$ cat src/rtl/video_window_calc_pkg.sv
// Shared types and helpers for the output display-window calculator.
package video_window_calc_pkg;

  localparam int unsigned DIM_W           = 12;
  localparam int unsigned AR_W            = 13;
  localparam int unsigned PROD_W          = 24;
  localparam int unsigned AR_EXPLICIT_BIT = 12;

  typedef enum logic [3:0] {
    WIN_IDLE,
    WIN_START,
    WIN_MODE,
    WIN_MUL1,
    WIN_DIV1,
    WIN_FIT,
    WIN_MUL2,
    WIN_DIV2,
    WIN_CENTER,
    WIN_COMMIT
  } win_state_t;

  // Display window in output pixel/line coordinates, consumed by the scaler.
  typedef struct packed {
    logic [DIM_W-1:0] hmin;
    logic [DIM_W-1:0] hmax;
    logic [DIM_W-1:0] vmin;
    logic [DIM_W-1:0] vmax;
  } win_t;

  // Snapshot of everything the window depends on.
  typedef struct packed {
    logic [AR_W-1:0]  arx;
    logic [AR_W-1:0]  ary;
    logic [DIM_W-1:0] width;
    logic [DIM_W-1:0] height;
  } win_req_t;

  // Saturate a wide quotient into a window dimension.
  function automatic logic [DIM_W-1:0] sat_dim(input logic [PROD_W-1:0] q);
    if (q[PROD_W-1:DIM_W] != '0) sat_dim = '1;
    else                         sat_dim = q[DIM_W-1:0];
  endfunction

  // Explicit size request: zero or oversize falls back to the full screen dimension.
  function automatic logic [DIM_W-1:0] clamp_dim(input logic [DIM_W-1:0] req,
                                                 input logic [DIM_W-1:0] lim);
    if (req == '0 || req > lim) clamp_dim = lim;
    else                        clamp_dim = req;
  endfunction

endpackage

$ cat src/rtl/sys_udiv.sv
// Iterative restoring unsigned divider, one quotient bit per cycle.
module sys_udiv #(
  parameter int unsigned NW = 24,
  parameter int unsigned DW = 12
) (
  input  logic          clk_i,
  input  logic          rst_ni,
  input  logic          start_i,
  input  logic [NW-1:0] dividend_i,
  input  logic [DW-1:0] divisor_i,
  output logic          run_o,
  output logic [NW-1:0] quot_o
);

  localparam int unsigned CW = $clog2(NW + 1);

  logic [NW-1:0] quo_q, quo_d;
  logic [DW-1:0] rem_q, rem_d;
  logic [DW-1:0] dvs_q, dvs_d;
  logic [CW-1:0] cnt_q, cnt_d;
  logic          run_q, run_d;
  logic [DW:0]   rem_sh_c;

  // Dividend bits shift out of quo_q as quotient bits shift in; a zero divisor yields all ones.
  always_comb begin
    quo_d    = quo_q;
    rem_d    = rem_q;
    dvs_d    = dvs_q;
    cnt_d    = cnt_q;
    run_d    = run_q;
    rem_sh_c = {rem_q, quo_q[NW-1]};
    if (!run_q) begin
      if (start_i) begin
        quo_d = dividend_i;
        rem_d = '0;
        dvs_d = divisor_i;
        cnt_d = CW'(NW);
        run_d = 1'b1;
      end
    end else begin
      if (rem_sh_c >= {1'b0, dvs_q}) begin
        rem_d = DW'(rem_sh_c - {1'b0, dvs_q});
        quo_d = {quo_q[NW-2:0], 1'b1};
      end else begin
        rem_d = rem_sh_c[DW-1:0];
        quo_d = {quo_q[NW-2:0], 1'b0};
      end
      cnt_d = cnt_q - 1'b1;
      if (cnt_q == CW'(1)) run_d = 1'b0;
    end
  end

  // Divider state registers.
  always_ff @(posedge clk_i) begin
    if (!rst_ni) begin
      quo_q <= '0;
      rem_q <= '0;
      dvs_q <= '0;
      cnt_q <= '0;
      run_q <= 1'b0;
    end else begin
      quo_q <= quo_d;
      rem_q <= rem_d;
      dvs_q <= dvs_d;
      cnt_q <= cnt_d;
      run_q <= run_d;
    end
  end

  assign run_o  = run_q;
  assign quot_o = quo_q;

endmodule

$ cat src/rtl/sys_umul.sv
// Iterative shift-add unsigned multiplier, one partial product per cycle.
module sys_umul #(
  parameter int unsigned AW = 12,
  parameter int unsigned BW = 12
) (
  input  logic             clk_i,
  input  logic             rst_ni,
  input  logic             start_i,
  input  logic [AW-1:0]    a_i,
  input  logic [BW-1:0]    b_i,
  output logic             run_o,
  output logic [AW+BW-1:0] p_o
);

  localparam int unsigned PW = AW + BW;
  localparam int unsigned CW = $clog2(BW + 1);

  logic [PW-1:0] acc_q, acc_d;
  logic [PW-1:0] mcand_q, mcand_d;
  logic [BW-1:0] mplier_q, mplier_d;
  logic [CW-1:0] cnt_q, cnt_d;
  logic          run_q, run_d;

  // Load operands on start (ignored while running), then accumulate one bit per cycle.
  always_comb begin
    acc_d    = acc_q;
    mcand_d  = mcand_q;
    mplier_d = mplier_q;
    cnt_d    = cnt_q;
    run_d    = run_q;
    if (!run_q) begin
      if (start_i) begin
        acc_d    = '0;
        mcand_d  = PW'(a_i);
        mplier_d = b_i;
        cnt_d    = CW'(BW);
        run_d    = 1'b1;
      end
    end else begin
      if (mplier_q[0]) acc_d = acc_q + mcand_q;
      mcand_d  = mcand_q << 1;
      mplier_d = mplier_q >> 1;
      cnt_d    = cnt_q - 1'b1;
      if (cnt_q == CW'(1)) run_d = 1'b0;
    end
  end

  // Multiplier state registers.
  always_ff @(posedge clk_i) begin
    if (!rst_ni) begin
      acc_q    <= '0;
      mcand_q  <= '0;
      mplier_q <= '0;
      cnt_q    <= '0;
      run_q    <= 1'b0;
    end else begin
      acc_q    <= acc_d;
      mcand_q  <= mcand_d;
      mplier_q <= mplier_d;
      cnt_q    <= cnt_d;
      run_q    <= run_d;
    end
  end

  assign run_o = run_q;
  assign p_o   = acc_q;

endmodule

$ cat src/rtl/video_window_center.sv
// Centres a w x h picture on a W x H screen and holds the resulting window.
module video_window_center
  import video_window_calc_pkg::*;
(
  input  logic             clk_i,
  input  logic             rst_ni,
  input  logic             load_i,
  input  logic             blank_i,
  input  logic [DIM_W-1:0] scr_w_i,
  input  logic [DIM_W-1:0] scr_h_i,
  input  logic [DIM_W-1:0] win_w_i,
  input  logic [DIM_W-1:0] win_h_i,
  output win_t             win_o
);

  localparam int unsigned EXT_W = DIM_W + 1;

  logic [DIM_W-1:0] hmin_c, hmax_c, vmin_c, vmax_c;
  win_t             win_q;

  // Edge offsets use one spare bit so the subtract/add chain cannot wrap early.
  always_comb begin
    hmin_c = DIM_W'(({1'b0, scr_w_i} - {1'b0, win_w_i}) >> 1);
    hmax_c = DIM_W'({1'b0, hmin_c} + {1'b0, win_w_i} - EXT_W'(1));
    vmin_c = DIM_W'(({1'b0, scr_h_i} - {1'b0, win_h_i}) >> 1);
    vmax_c = DIM_W'({1'b0, vmin_c} + {1'b0, win_h_i} - EXT_W'(1));
  end

  // Window register: all four edges change together on load.
  always_ff @(posedge clk_i) begin
    if (!rst_ni) begin
      win_q <= '0;
    end else if (load_i) begin
      if (blank_i) begin
        win_q <= '0;
      end else begin
        win_q.hmin <= hmin_c;
        win_q.hmax <= hmax_c;
        win_q.vmin <= vmin_c;
        win_q.vmax <= vmax_c;
      end
    end
  end

  assign win_o = win_q;

endmodule

$ cat src/rtl/video_window_calc.sv
// Computes the centred output display window from HDMI size and aspect/explicit size.
module video_window_calc
  import video_window_calc_pkg::*;
#(
  parameter int unsigned MAX_WAIT = 64
) (
  input  logic             CLK_VIDEO,
  input  logic             RESET_N,
  input  logic [DIM_W-1:0] HDMI_WIDTH,
  input  logic [DIM_W-1:0] HDMI_HEIGHT,
  input  logic [AR_W-1:0]  ARX,
  input  logic [AR_W-1:0]  ARY,
  output logic [DIM_W-1:0] HMIN,
  output logic [DIM_W-1:0] HMAX,
  output logic [DIM_W-1:0] VMIN,
  output logic [DIM_W-1:0] VMAX,
  output logic             WIN_UPD,
  output logic             BUSY
);

  localparam int unsigned WAIT_W = $clog2(MAX_WAIT + 2);

  win_state_t       state_q, state_d;
  win_req_t         cur_c, prev_q, snap_q, snap_d;
  logic             change_c;
  logic             pending_q, pending_d;
  logic [DIM_W-1:0] wv_q, wv_d, hv_q, hv_d;
  logic             blank_q, blank_d;
  logic [PROD_W-1:0] prod_q, prod_d;
  logic             issued_q, issued_d;
  logic [WAIT_W-1:0] wait_q, wait_d;
  logic             busy_q, busy_d;
  logic             upd_q, upd_d;
  logic             commit_c;

  logic              mul_start_c, mul_run;
  logic [DIM_W-1:0]  mul_a_c, mul_b_c;
  logic [PROD_W-1:0] mul_p;
  logic              div_start_c, div_run;
  logic [DIM_W-1:0]  div_dvs_c;
  logic [PROD_W-1:0] div_q;
  win_t              win;

  assign cur_c    = '{arx: ARX, ary: ARY, width: HDMI_WIDTH, height: HDMI_HEIGHT};
  assign change_c = (cur_c != prev_q);

  // Previous-cycle copy of the inputs for change detection.
  always_ff @(posedge CLK_VIDEO) begin
    if (!RESET_N) prev_q <= '0;
    else          prev_q <= cur_c;
  end

  // Shared-unit operand selection: pass 1 fits height, pass 2 fits width.
  always_comb begin
    mul_a_c   = (state_q == WIN_MUL2) ? snap_q.width : snap_q.height;
    mul_b_c   = (state_q == WIN_MUL2) ? snap_q.ary[DIM_W-1:0] : snap_q.arx[DIM_W-1:0];
    div_dvs_c = (state_q == WIN_DIV2) ? snap_q.arx[DIM_W-1:0] : snap_q.ary[DIM_W-1:0];
  end

  sys_umul #(.AW(DIM_W), .BW(DIM_W)) u_mul (
    .clk_i   (CLK_VIDEO),
    .rst_ni  (RESET_N),
    .start_i (mul_start_c),
    .a_i     (mul_a_c),
    .b_i     (mul_b_c),
    .run_o   (mul_run),
    .p_o     (mul_p)
  );

  sys_udiv #(.NW(PROD_W), .DW(DIM_W)) u_div (
    .clk_i      (CLK_VIDEO),
    .rst_ni     (RESET_N),
    .start_i    (div_start_c),
    .dividend_i (prod_q),
    .divisor_i  (div_dvs_c),
    .run_o      (div_run),
    .quot_o     (div_q)
  );

  video_window_center u_center (
    .clk_i   (CLK_VIDEO),
    .rst_ni  (RESET_N),
    .load_i  (commit_c),
    .blank_i (blank_q),
    .scr_w_i (snap_q.width),
    .scr_h_i (snap_q.height),
    .win_w_i (wv_q),
    .win_h_i (hv_q),
    .win_o   (win)
  );

  // FSM state register.
  always_ff @(posedge CLK_VIDEO) begin
    if (!RESET_N) state_q <= WIN_IDLE;
    else          state_q <= state_d;
  end

  // Next-state, unit handshakes and datapath updates.
  always_comb begin
    state_d     = state_q;
    snap_d      = snap_q;
    pending_d   = pending_q;
    wv_d        = wv_q;
    hv_d        = hv_q;
    blank_d     = blank_q;
    prod_d      = prod_q;
    issued_d    = issued_q;
    mul_start_c = 1'b0;
    div_start_c = 1'b0;
    commit_c    = 1'b0;

    unique case (state_q)
      WIN_IDLE: begin
        if (pending_q || change_c) begin
          state_d   = WIN_START;
          pending_d = 1'b0;
        end
      end
      WIN_START: begin
        snap_d   = cur_c;
        issued_d = 1'b0;
        state_d  = WIN_MODE;
      end
      WIN_MODE: begin
        blank_d = 1'b0;
        wv_d    = snap_q.width;
        hv_d    = snap_q.height;
        state_d = WIN_CENTER;
        if (snap_q.width == '0 || snap_q.height == '0) begin
          blank_d = 1'b1;
        end else if (snap_q.arx[AR_EXPLICIT_BIT] && snap_q.ary[AR_EXPLICIT_BIT]) begin
          wv_d = clamp_dim(snap_q.arx[DIM_W-1:0], snap_q.width);
          hv_d = clamp_dim(snap_q.ary[DIM_W-1:0], snap_q.height);
        end else if (snap_q.arx[DIM_W-1:0] != '0 && snap_q.ary[DIM_W-1:0] != '0) begin
          // A zero ratio field (including 0:0) keeps the full screen instead of dividing by zero.
          state_d = WIN_MUL1;
        end
      end
      WIN_MUL1, WIN_MUL2: begin
        if (!issued_q) begin
          if (!mul_run) begin
            mul_start_c = 1'b1;
            issued_d    = 1'b1;
          end
        end else if (!mul_run) begin
          prod_d   = mul_p;
          issued_d = 1'b0;
          state_d  = (state_q == WIN_MUL1) ? WIN_DIV1 : WIN_DIV2;
        end
      end
      WIN_DIV1, WIN_DIV2: begin
        if (!issued_q) begin
          if (!div_run) begin
            div_start_c = 1'b1;
            issued_d    = 1'b1;
          end
        end else if (!div_run) begin
          issued_d = 1'b0;
          if (state_q == WIN_DIV1) begin
            wv_d    = sat_dim(div_q);
            hv_d    = snap_q.height;
            state_d = WIN_FIT;
          end else begin
            wv_d    = snap_q.width;
            hv_d    = sat_dim(div_q);
            state_d = WIN_CENTER;
          end
        end
      end
      WIN_FIT: begin
        state_d = (wv_q <= snap_q.width) ? WIN_CENTER : WIN_MUL2;
      end
      WIN_CENTER: begin
        commit_c = 1'b1;
        state_d  = WIN_COMMIT;
      end
      WIN_COMMIT: begin
        state_d = WIN_IDLE;
      end
      default: begin
        state_d = WIN_IDLE;
      end
    endcase

    // Any input change abandons the work in flight; COMMIT restarts too so the change is not lost.
    if (state_q != WIN_IDLE && change_c) begin
      state_d     = WIN_START;
      issued_d    = 1'b0;
      mul_start_c = 1'b0;
      div_start_c = 1'b0;
      commit_c    = 1'b0;
    end
  end

  // Registered status flags and result-wait watchdog counter.
  always_comb begin
    busy_d = (state_d != WIN_IDLE);
    upd_d  = (state_d == WIN_COMMIT);
    if (!issued_d)          wait_d = '0;
    else if (wait_q == '1)  wait_d = wait_q;
    else                    wait_d = wait_q + 1'b1;
  end

  // Datapath and status registers.
  always_ff @(posedge CLK_VIDEO) begin
    if (!RESET_N) begin
      snap_q    <= '0;
      pending_q <= 1'b1;
      wv_q      <= '0;
      hv_q      <= '0;
      blank_q   <= 1'b0;
      prod_q    <= '0;
      issued_q  <= 1'b0;
      wait_q    <= '0;
      busy_q    <= 1'b0;
      upd_q     <= 1'b0;
    end else begin
      snap_q    <= snap_d;
      pending_q <= pending_d;
      wv_q      <= wv_d;
      hv_q      <= hv_d;
      blank_q   <= blank_d;
      prod_q    <= prod_d;
      issued_q  <= issued_d;
      wait_q    <= wait_d;
      busy_q    <= busy_d;
      upd_q     <= upd_d;
    end
  end

  // No single multiply or divide may take longer than MAX_WAIT cycles.
  a_wait_bound: assert property (@(posedge CLK_VIDEO) disable iff (!RESET_N)
                                 wait_q <= WAIT_W'(MAX_WAIT));

  assign HMIN    = win.hmin;
  assign HMAX    = win.hmax;
  assign VMIN    = win.vmin;
  assign VMAX    = win.vmax;
  assign WIN_UPD = upd_q;
  assign BUSY    = busy_q;

endmodule
$ cat config.mk
export PLATFORM = sky130hd
export DESIGN_NAME = video_window_calc
export DESIGN_NICKNAME = d
export VERILOG_FILES = /design/src/rtl/video_window_calc_pkg.sv /design/src/rtl/sys_udiv.sv /design/src/rtl/sys_umul.sv /design/src/rtl/video_window_center.sv /design/src/rtl/video_window_calc.sv
export SDC_FILE = /design/constraint.sdc
export NUM_CORES = 1
export LEC_CHECK = 0
export BUFFER_PORTS_ARGS = -buffer_cell sky130_fd_sc_hd__buf_2
export CAP_MARGIN = 20
export CELL_PAD_IN_SITES_DETAIL_PLACEMENT = 0
export CELL_PAD_IN_SITES_GLOBAL_PLACEMENT = 1
export CORE_AREA = 10 10 224 226
export DETAILED_ROUTE_END_ITERATION = 6
export DIE_AREA = 0 0 234 236
export PLACE_DENSITY_LB_ADDON = 0.1
export SLEW_MARGIN = 15
export SYNTH_ARGS = -nofsm -noshare
export SYNTH_HDL_FRONTEND = slang
export SYNTH_HIERARCHICAL = 1
export SYNTH_SLANG_ARGS = --single-unit
$ cat constraint.sdc
create_clock -name CLK_VIDEO -period 3.1 [get_ports CLK_VIDEO]
set_input_delay 0 -clock CLK_VIDEO [delete_from_list [all_inputs] [get_ports CLK_VIDEO]]
set_output_delay 0 -clock CLK_VIDEO [all_outputs]
set_load 0.05 [all_outputs]
# After elaboration in Yosys (flattened, before gate mapping)
# Cells that the tools add are included.
[totals] out_inout_bits=50 elab_cells=166 in_bits=52 reg_bits=324
[op_classes] eq_ne=15 bitwise_logic=3 n_reduce_logical=30 addsub=10 n_lt_le_gt_ge=4 n_mux=71
[op_table] op="12-bit 2-to-1 mux" count=19
[op_table] op="24-bit 2-to-1 mux" count=7
[op_table] op="4-bit 2-to-1 mux" count=13
[op_table] op="50-bit != test" count=1
[op_table] op="12-bit logical NOT" count=4
[op_table] op="48-bit 2-to-1 mux" count=1
[op_table] op="12-bit case mux with 2 select lines" count=2
[op_table] op="12-bit nonzero test" count=3
[op_table] op="4-bit case mux with 7 select lines" count=1
[op_table] op="12-bit by 12-bit subtractor with 13-bit output" count=2
[op_table] op="12-bit adder" count=2
[op_table] op="24-bit adder" count=1
[op_table] op="12-bit > comparator" count=2
[op_table] op="12-bit by 1-bit subtractor with 12-bit output (second input constant)" count=2
[op_table] op="1-bit 2-to-1 mux" count=22
[op_table] op="11-bit 2-to-1 mux" count=2
[op_table] op="4-bit by 3-bit equality test with 1-bit output (second input constant)" count=4
[op_table] op="13-bit by 12-bit greater-or-equal comparator with 1-bit output" count=1
[op_table] op="12-bit <= comparator" count=1
[op_table] op="12-bit subtractor" count=1
[op_table] op="5-bit 2-to-1 mux" count=2
[op_table] op="4-bit by 1-bit equality test with 1-bit output (second input constant)" count=2
[op_table] op="4-bit by 2-bit equality test with 1-bit output (second input constant)" count=2
[op_table] op="4-bit equality test (second input constant)" count=2
[op_table] op="17 further kinds" count=34

# Depth between registers and ports, before layout
[logic_depth] ltp_word=8 mapped_depth=17 depth_no_buf=17

# Modules after synthesis
# Netlist, hierarchy kept.
[by_module_without_submodules] module="video_window_calc" seq_area_each_um2=3143.0 instances=1 cells_per_inst=1045 area_per_inst_um2=8271.7
[by_module_without_submodules] module="video_window_center" seq_area_each_um2=960.9 instances=1 cells_per_inst=514 area_per_inst_um2=4102.7
[by_module_without_submodules] module="sys_umul" seq_area_each_um2=1301.2 instances=1 cells_per_inst=461 area_per_inst_um2=3956.3
[by_module_without_submodules] module="sys_udiv" seq_area_each_um2=1081.0 instances=1 cells_per_inst=365 area_per_inst_um2=3093.0

# Least setup slack after synthesis
# Ideal clock, no wire load.
[synth_path] path_type="register -> register" startpoint="reg hv_q[2]" endpoint="reg u_center.win_q, in the netlist u_center/win_o[11]" setup_ns=0.117 period_less_slack_ns=3.436 path_slack_ns=-0.336 n_path_buf=0 arrival_ns=3.318 path_stages_with_launch=18 required_time_ns=2.983 path_cell_list="dfxtp_1 > inv_1 > ha_1 > a21oi_1 > o21ai_0 > a21o_1 > a31o_2 > a211oi_1 > or2_2 > ha_1 > inv_1 > ha_1 > a21oi_1 > o21ai_0 > a21oi_1 > o211ai_1 > xor2_1 > a32o_1"
[synth_between] elab_chain_len=4
[synth_rtl] item="start, declared" line="video_window_calc.sv:27" text="logic [DIM_W-1:0] wv_q, wv_d, hv_q, hv_d;"
[synth_rtl] item="start signal, assigned" line="video_window_calc.sv:221" text="hv_q <= hv_d;"
[synth_rtl] item="12-bit by 12-bit subtractor with 13-bit output" line="video_window_center.sv:25" text="vmin_c = DIM_W'(({1'b0, scr_h_i} - {1'b0, win_h_i}) >> 1);"
[synth_rtl] item="12-bit adder *" line="video_window_center.sv:26" text="vmax_c = DIM_W'({1'b0, vmin_c} + {1'b0, win_h_i} - EXT_W'(1));"
[synth_rtl] item="12-bit by 1-bit subtractor with 12-bit output *" line="video_window_center.sv:26"
[synth_rtl] item="48-bit 2-to-1 mux *" line="video_window_center.sv:34" text="if (blank_i) begin"
[synth_rtl] item="end, declared" line="video_window_center.sv:19" text="win_t win_q;"
# Every way passes the cells marked *; elsewhere a longest branch is shown, timed or not.
# A chain may end at the register's enable or synchronous reset.

# Worst setup path in the final report
# Same ends and word-level chain as after synthesis.

==> results.json <==
{
  "status": "finished with violations",
  "violations": "setup timing",
  "slew_headroom": 0.3981,
  "drc": 0,
  "synth_top_area_frac": 0.3339,
  "cellLeakagePower_nw": 10.41,
  "path_cells": "inv_2 -> ha_4 -> nand2_4 -> buf_6 -> o211ai_1 -> a31oi_2 -> buf_4 -> o21bai_1 -> xnor2_1 -> ha_1 -> inv_1 -> ha_4 -> or3_1 -> a211o_1 -> o211ai_1 -> xor2_1 -> a32o_1",
  "setup_ws_ps": -221.7,
  "synth_cell_types": 91,
  "async_reset_ff_frac": 0,
  "setup_violations": 5,
  "synth_area_leader_cell": "dfxtp_1",
  "p_total_mw": 12.94,
  "fin_nets": 2879,
  "skew_ps": 26.23,
  "wirelength_um": 63310,
  "fin_crit_sh": 1.072,
  "max_clock_freq_ghz": 0.3011,
  "htree_levels": 2,
  "grt_pass1_wl_um": 99590,
  "avgViaCountPerCell": 5.448,
  "powerDensity_nw_per_um2": 531.9,
  "worstMarginPinSlew_ps": 902.9,
  "grt_pass1_vias": 17360,
  "synth_common_cells": "nand2_1, dfxtp_1, a21oi_1, inv_1, ha_1",
  "die_w_um": 234,
  "cpLargestDelayFamily": "compound AO/OA/AOI/OAI gates",
  "antenna_left": 0,
  "track_usage": 0.2247,
  "seq_area_frac_synth": 0.3339,
  "synth_area_per_cell_sq_um": 8.144,
  "cts_sinks": 324,
  "rows": 79,
  "yosys_warnings": 6,
  "rsz0062_at_grt": "true",
  "cts_tree": "built",
  "fp.dieH_um": 236,
  "coreArea_sq_um": 45860,
  "pin_count": 102,
  "slowest_delay_ps": 340,
  "synth_area_sq_um": 19420,
  "vdd_drop_max_v": 0.0004378,
  "netlist_instances": 2385,
  "crit_buf_inv": 4,
  "synth-main-ff-cell": "dfxtp_1",
  "drv_cap": 0,
  "crit_required_ps": 3570,
  "clockRootBuffer": "clkbuf_16",
  "antenna_found_initial": 1,
  "synthMostInstantiatedCell": "nand2_1",
  "ys_ff_latch": 324,
  "port_buffers": 101,
  "synth_enable_flop_cells": 0,
  "ys_top_cells_by_area": "dfxtp_1, ha_1, nand2_1, a21oi_1, and2_1",
  "vias": 18050,
  "cp-start-kind": "flip-flop",
  "crit_slowest_cell": "dfxtp_2",
  "hold_viol": 0,
  "drtPass1Iterations": 5,
  "die_area_sq_um": 55220,
  "layout-drive-gt1-share": 0.2010,
  "overflow": 0,
  "slew_viol_final": 0,
  "finalSetupTns_ps": -735.8,
  "dp_slack_ps": -292.1,
  "area_growth_pct": 25.29,
  "crit_path_end_kind": "flip-flop",
  "cp_max_fo": 4,
  "grt_max_degree": 77,
  "critical_path_class": "reg -> reg",
  "clk_pin_slew_ps": 60,
  "finalCriticalPeriod_ps": 3322,
  "start_util": 0.4235,
  "hp-class": "in -> reg",
  "drt_iter0_drc": 1369,
  "syn_nets": 2585,
  "cp.arrival_ps": 3790,
  "place_congestion": 0.9632,
  "clk_path_buf_depth": 3,
  "avgRoutedWirePerCell_um": 19.11,
  "insertion_delay_ps": 570,
  "cts_inserted_buffers": 39,
  "hpwl_um": 47450,
  "utilization": 0.5306
}
-- per-stage QoR --
stage	area (sq um)	hold WS [ps]	instances
after detailed placement	22050	249.0	3178
after CTS	23950	182.1	3302
after global routing	24340	234.9	3314
after global placement	22050	247.6	3178
final	24340	215.2	3314
after floorplan	19610	121.7	2385
-- layer usage --
| metal | vias up | track usage | part of all wire |
|---|---|---|---|
| met3 | 66 | 0.03397 | 0.056 |
| met2 | 422 | 0.3399 | 0.44 |
| li1 | 8954 | - | - |
| met1 | 8612 | 0.3262 | 0.49 |
| met5 | - | 0 | 0 |
| met4 | 0 | 0.05376 | 0.017 |
-- state kept, by name (all words and copies together), names as in the netlist, 24 cells and up --
name            cells
u_mul/mcand_q      24
u_center/win_o     48
prev_q             50
u_div/quot_o       24
prod_q             24
u_mul/p_o          24
snap_q             50
-- worst reg2reg max path: cells and delay by family, from the launching register on --
kind | cells | cell delay, ps
buffers and inverters | 4 | 370
adders and majority gates | 3 | 650
DFF | 1 | 340
and+or+nand+nor | 2 | 400
xor gates and xnor gates | 2 | 260
AOI/OAI and AO/OA | 6 | 1180
-- cell families after synthesis --
family	synth area share
compound gates	0.2045
xor+xnor	0.04954
fa+ha+maj	0.09823
buf+inv	0.05836
flops	0.3339
mux	0.04206
simple gates	0.2133
-- final timing paths --
| check | from | to | slack [ps] | cells after the start |
|---|---|---|---|---|
| max | hv_q[2] | u_center/win_o[11] | -220 | 17 |
| min reg2reg | u_center/win_o[46] | u_center/win_o[46] | 440 | 2 |
| max reg2reg | hv_q[2] | u_center/win_o[11] | -220 | 17 |
| min | ARY[7] | prev_q[31] | 220 | 3 |
-- repair_timing --
item | 4_1_cts | 5_1_grt
setup buffers | 5 | 11
endpoints found under the setup margin | 8 | 51
endpoints found under the hold margin | 136 | 0
cloned | 0 | 0
hold buffers | 51 | 0
gates resized for setup | 29 | 66
pin swaps | 24 | 55
-- where the power goes --
group	total (mW)	internal, mW	switching, mW
clock	4.43	2.58	1.85
combinational	4.14	2.09	2.05
sequential	4.38	4.27	0.107
total	12.9	8.94	4.00
-- placed cells by master, fill, tap and decap left out, drive strengths merged, types with 27 or more instances in the layout --
cell type	n
dlygate4sd3	51
inv	160
mux2i	67
ha	142
xor2	73
buf	335
a21o	40
xnor2	36
o22ai	40
nor2b	42
a21oi	175
nor2	70
nand2	387
and2	110
o21ai	114
nor4	31
clkbuf	57
dfxtp	324
o21a	27
nand3	53
-- area by class of cell --
class	instances	area [sq um]
Antenna cell	1	2.502
Clock inverter	11	97.59
Multi-Input combinational cell	1769	12410
Inverter	159	596.8
Timing Repair Buffer	386	2849
Fill cell	4437	21530
Tap cell	607	759.5
Clock buffer	57	1115
Sequential cell	324	6505
Power figures use the tool's default switching activity.
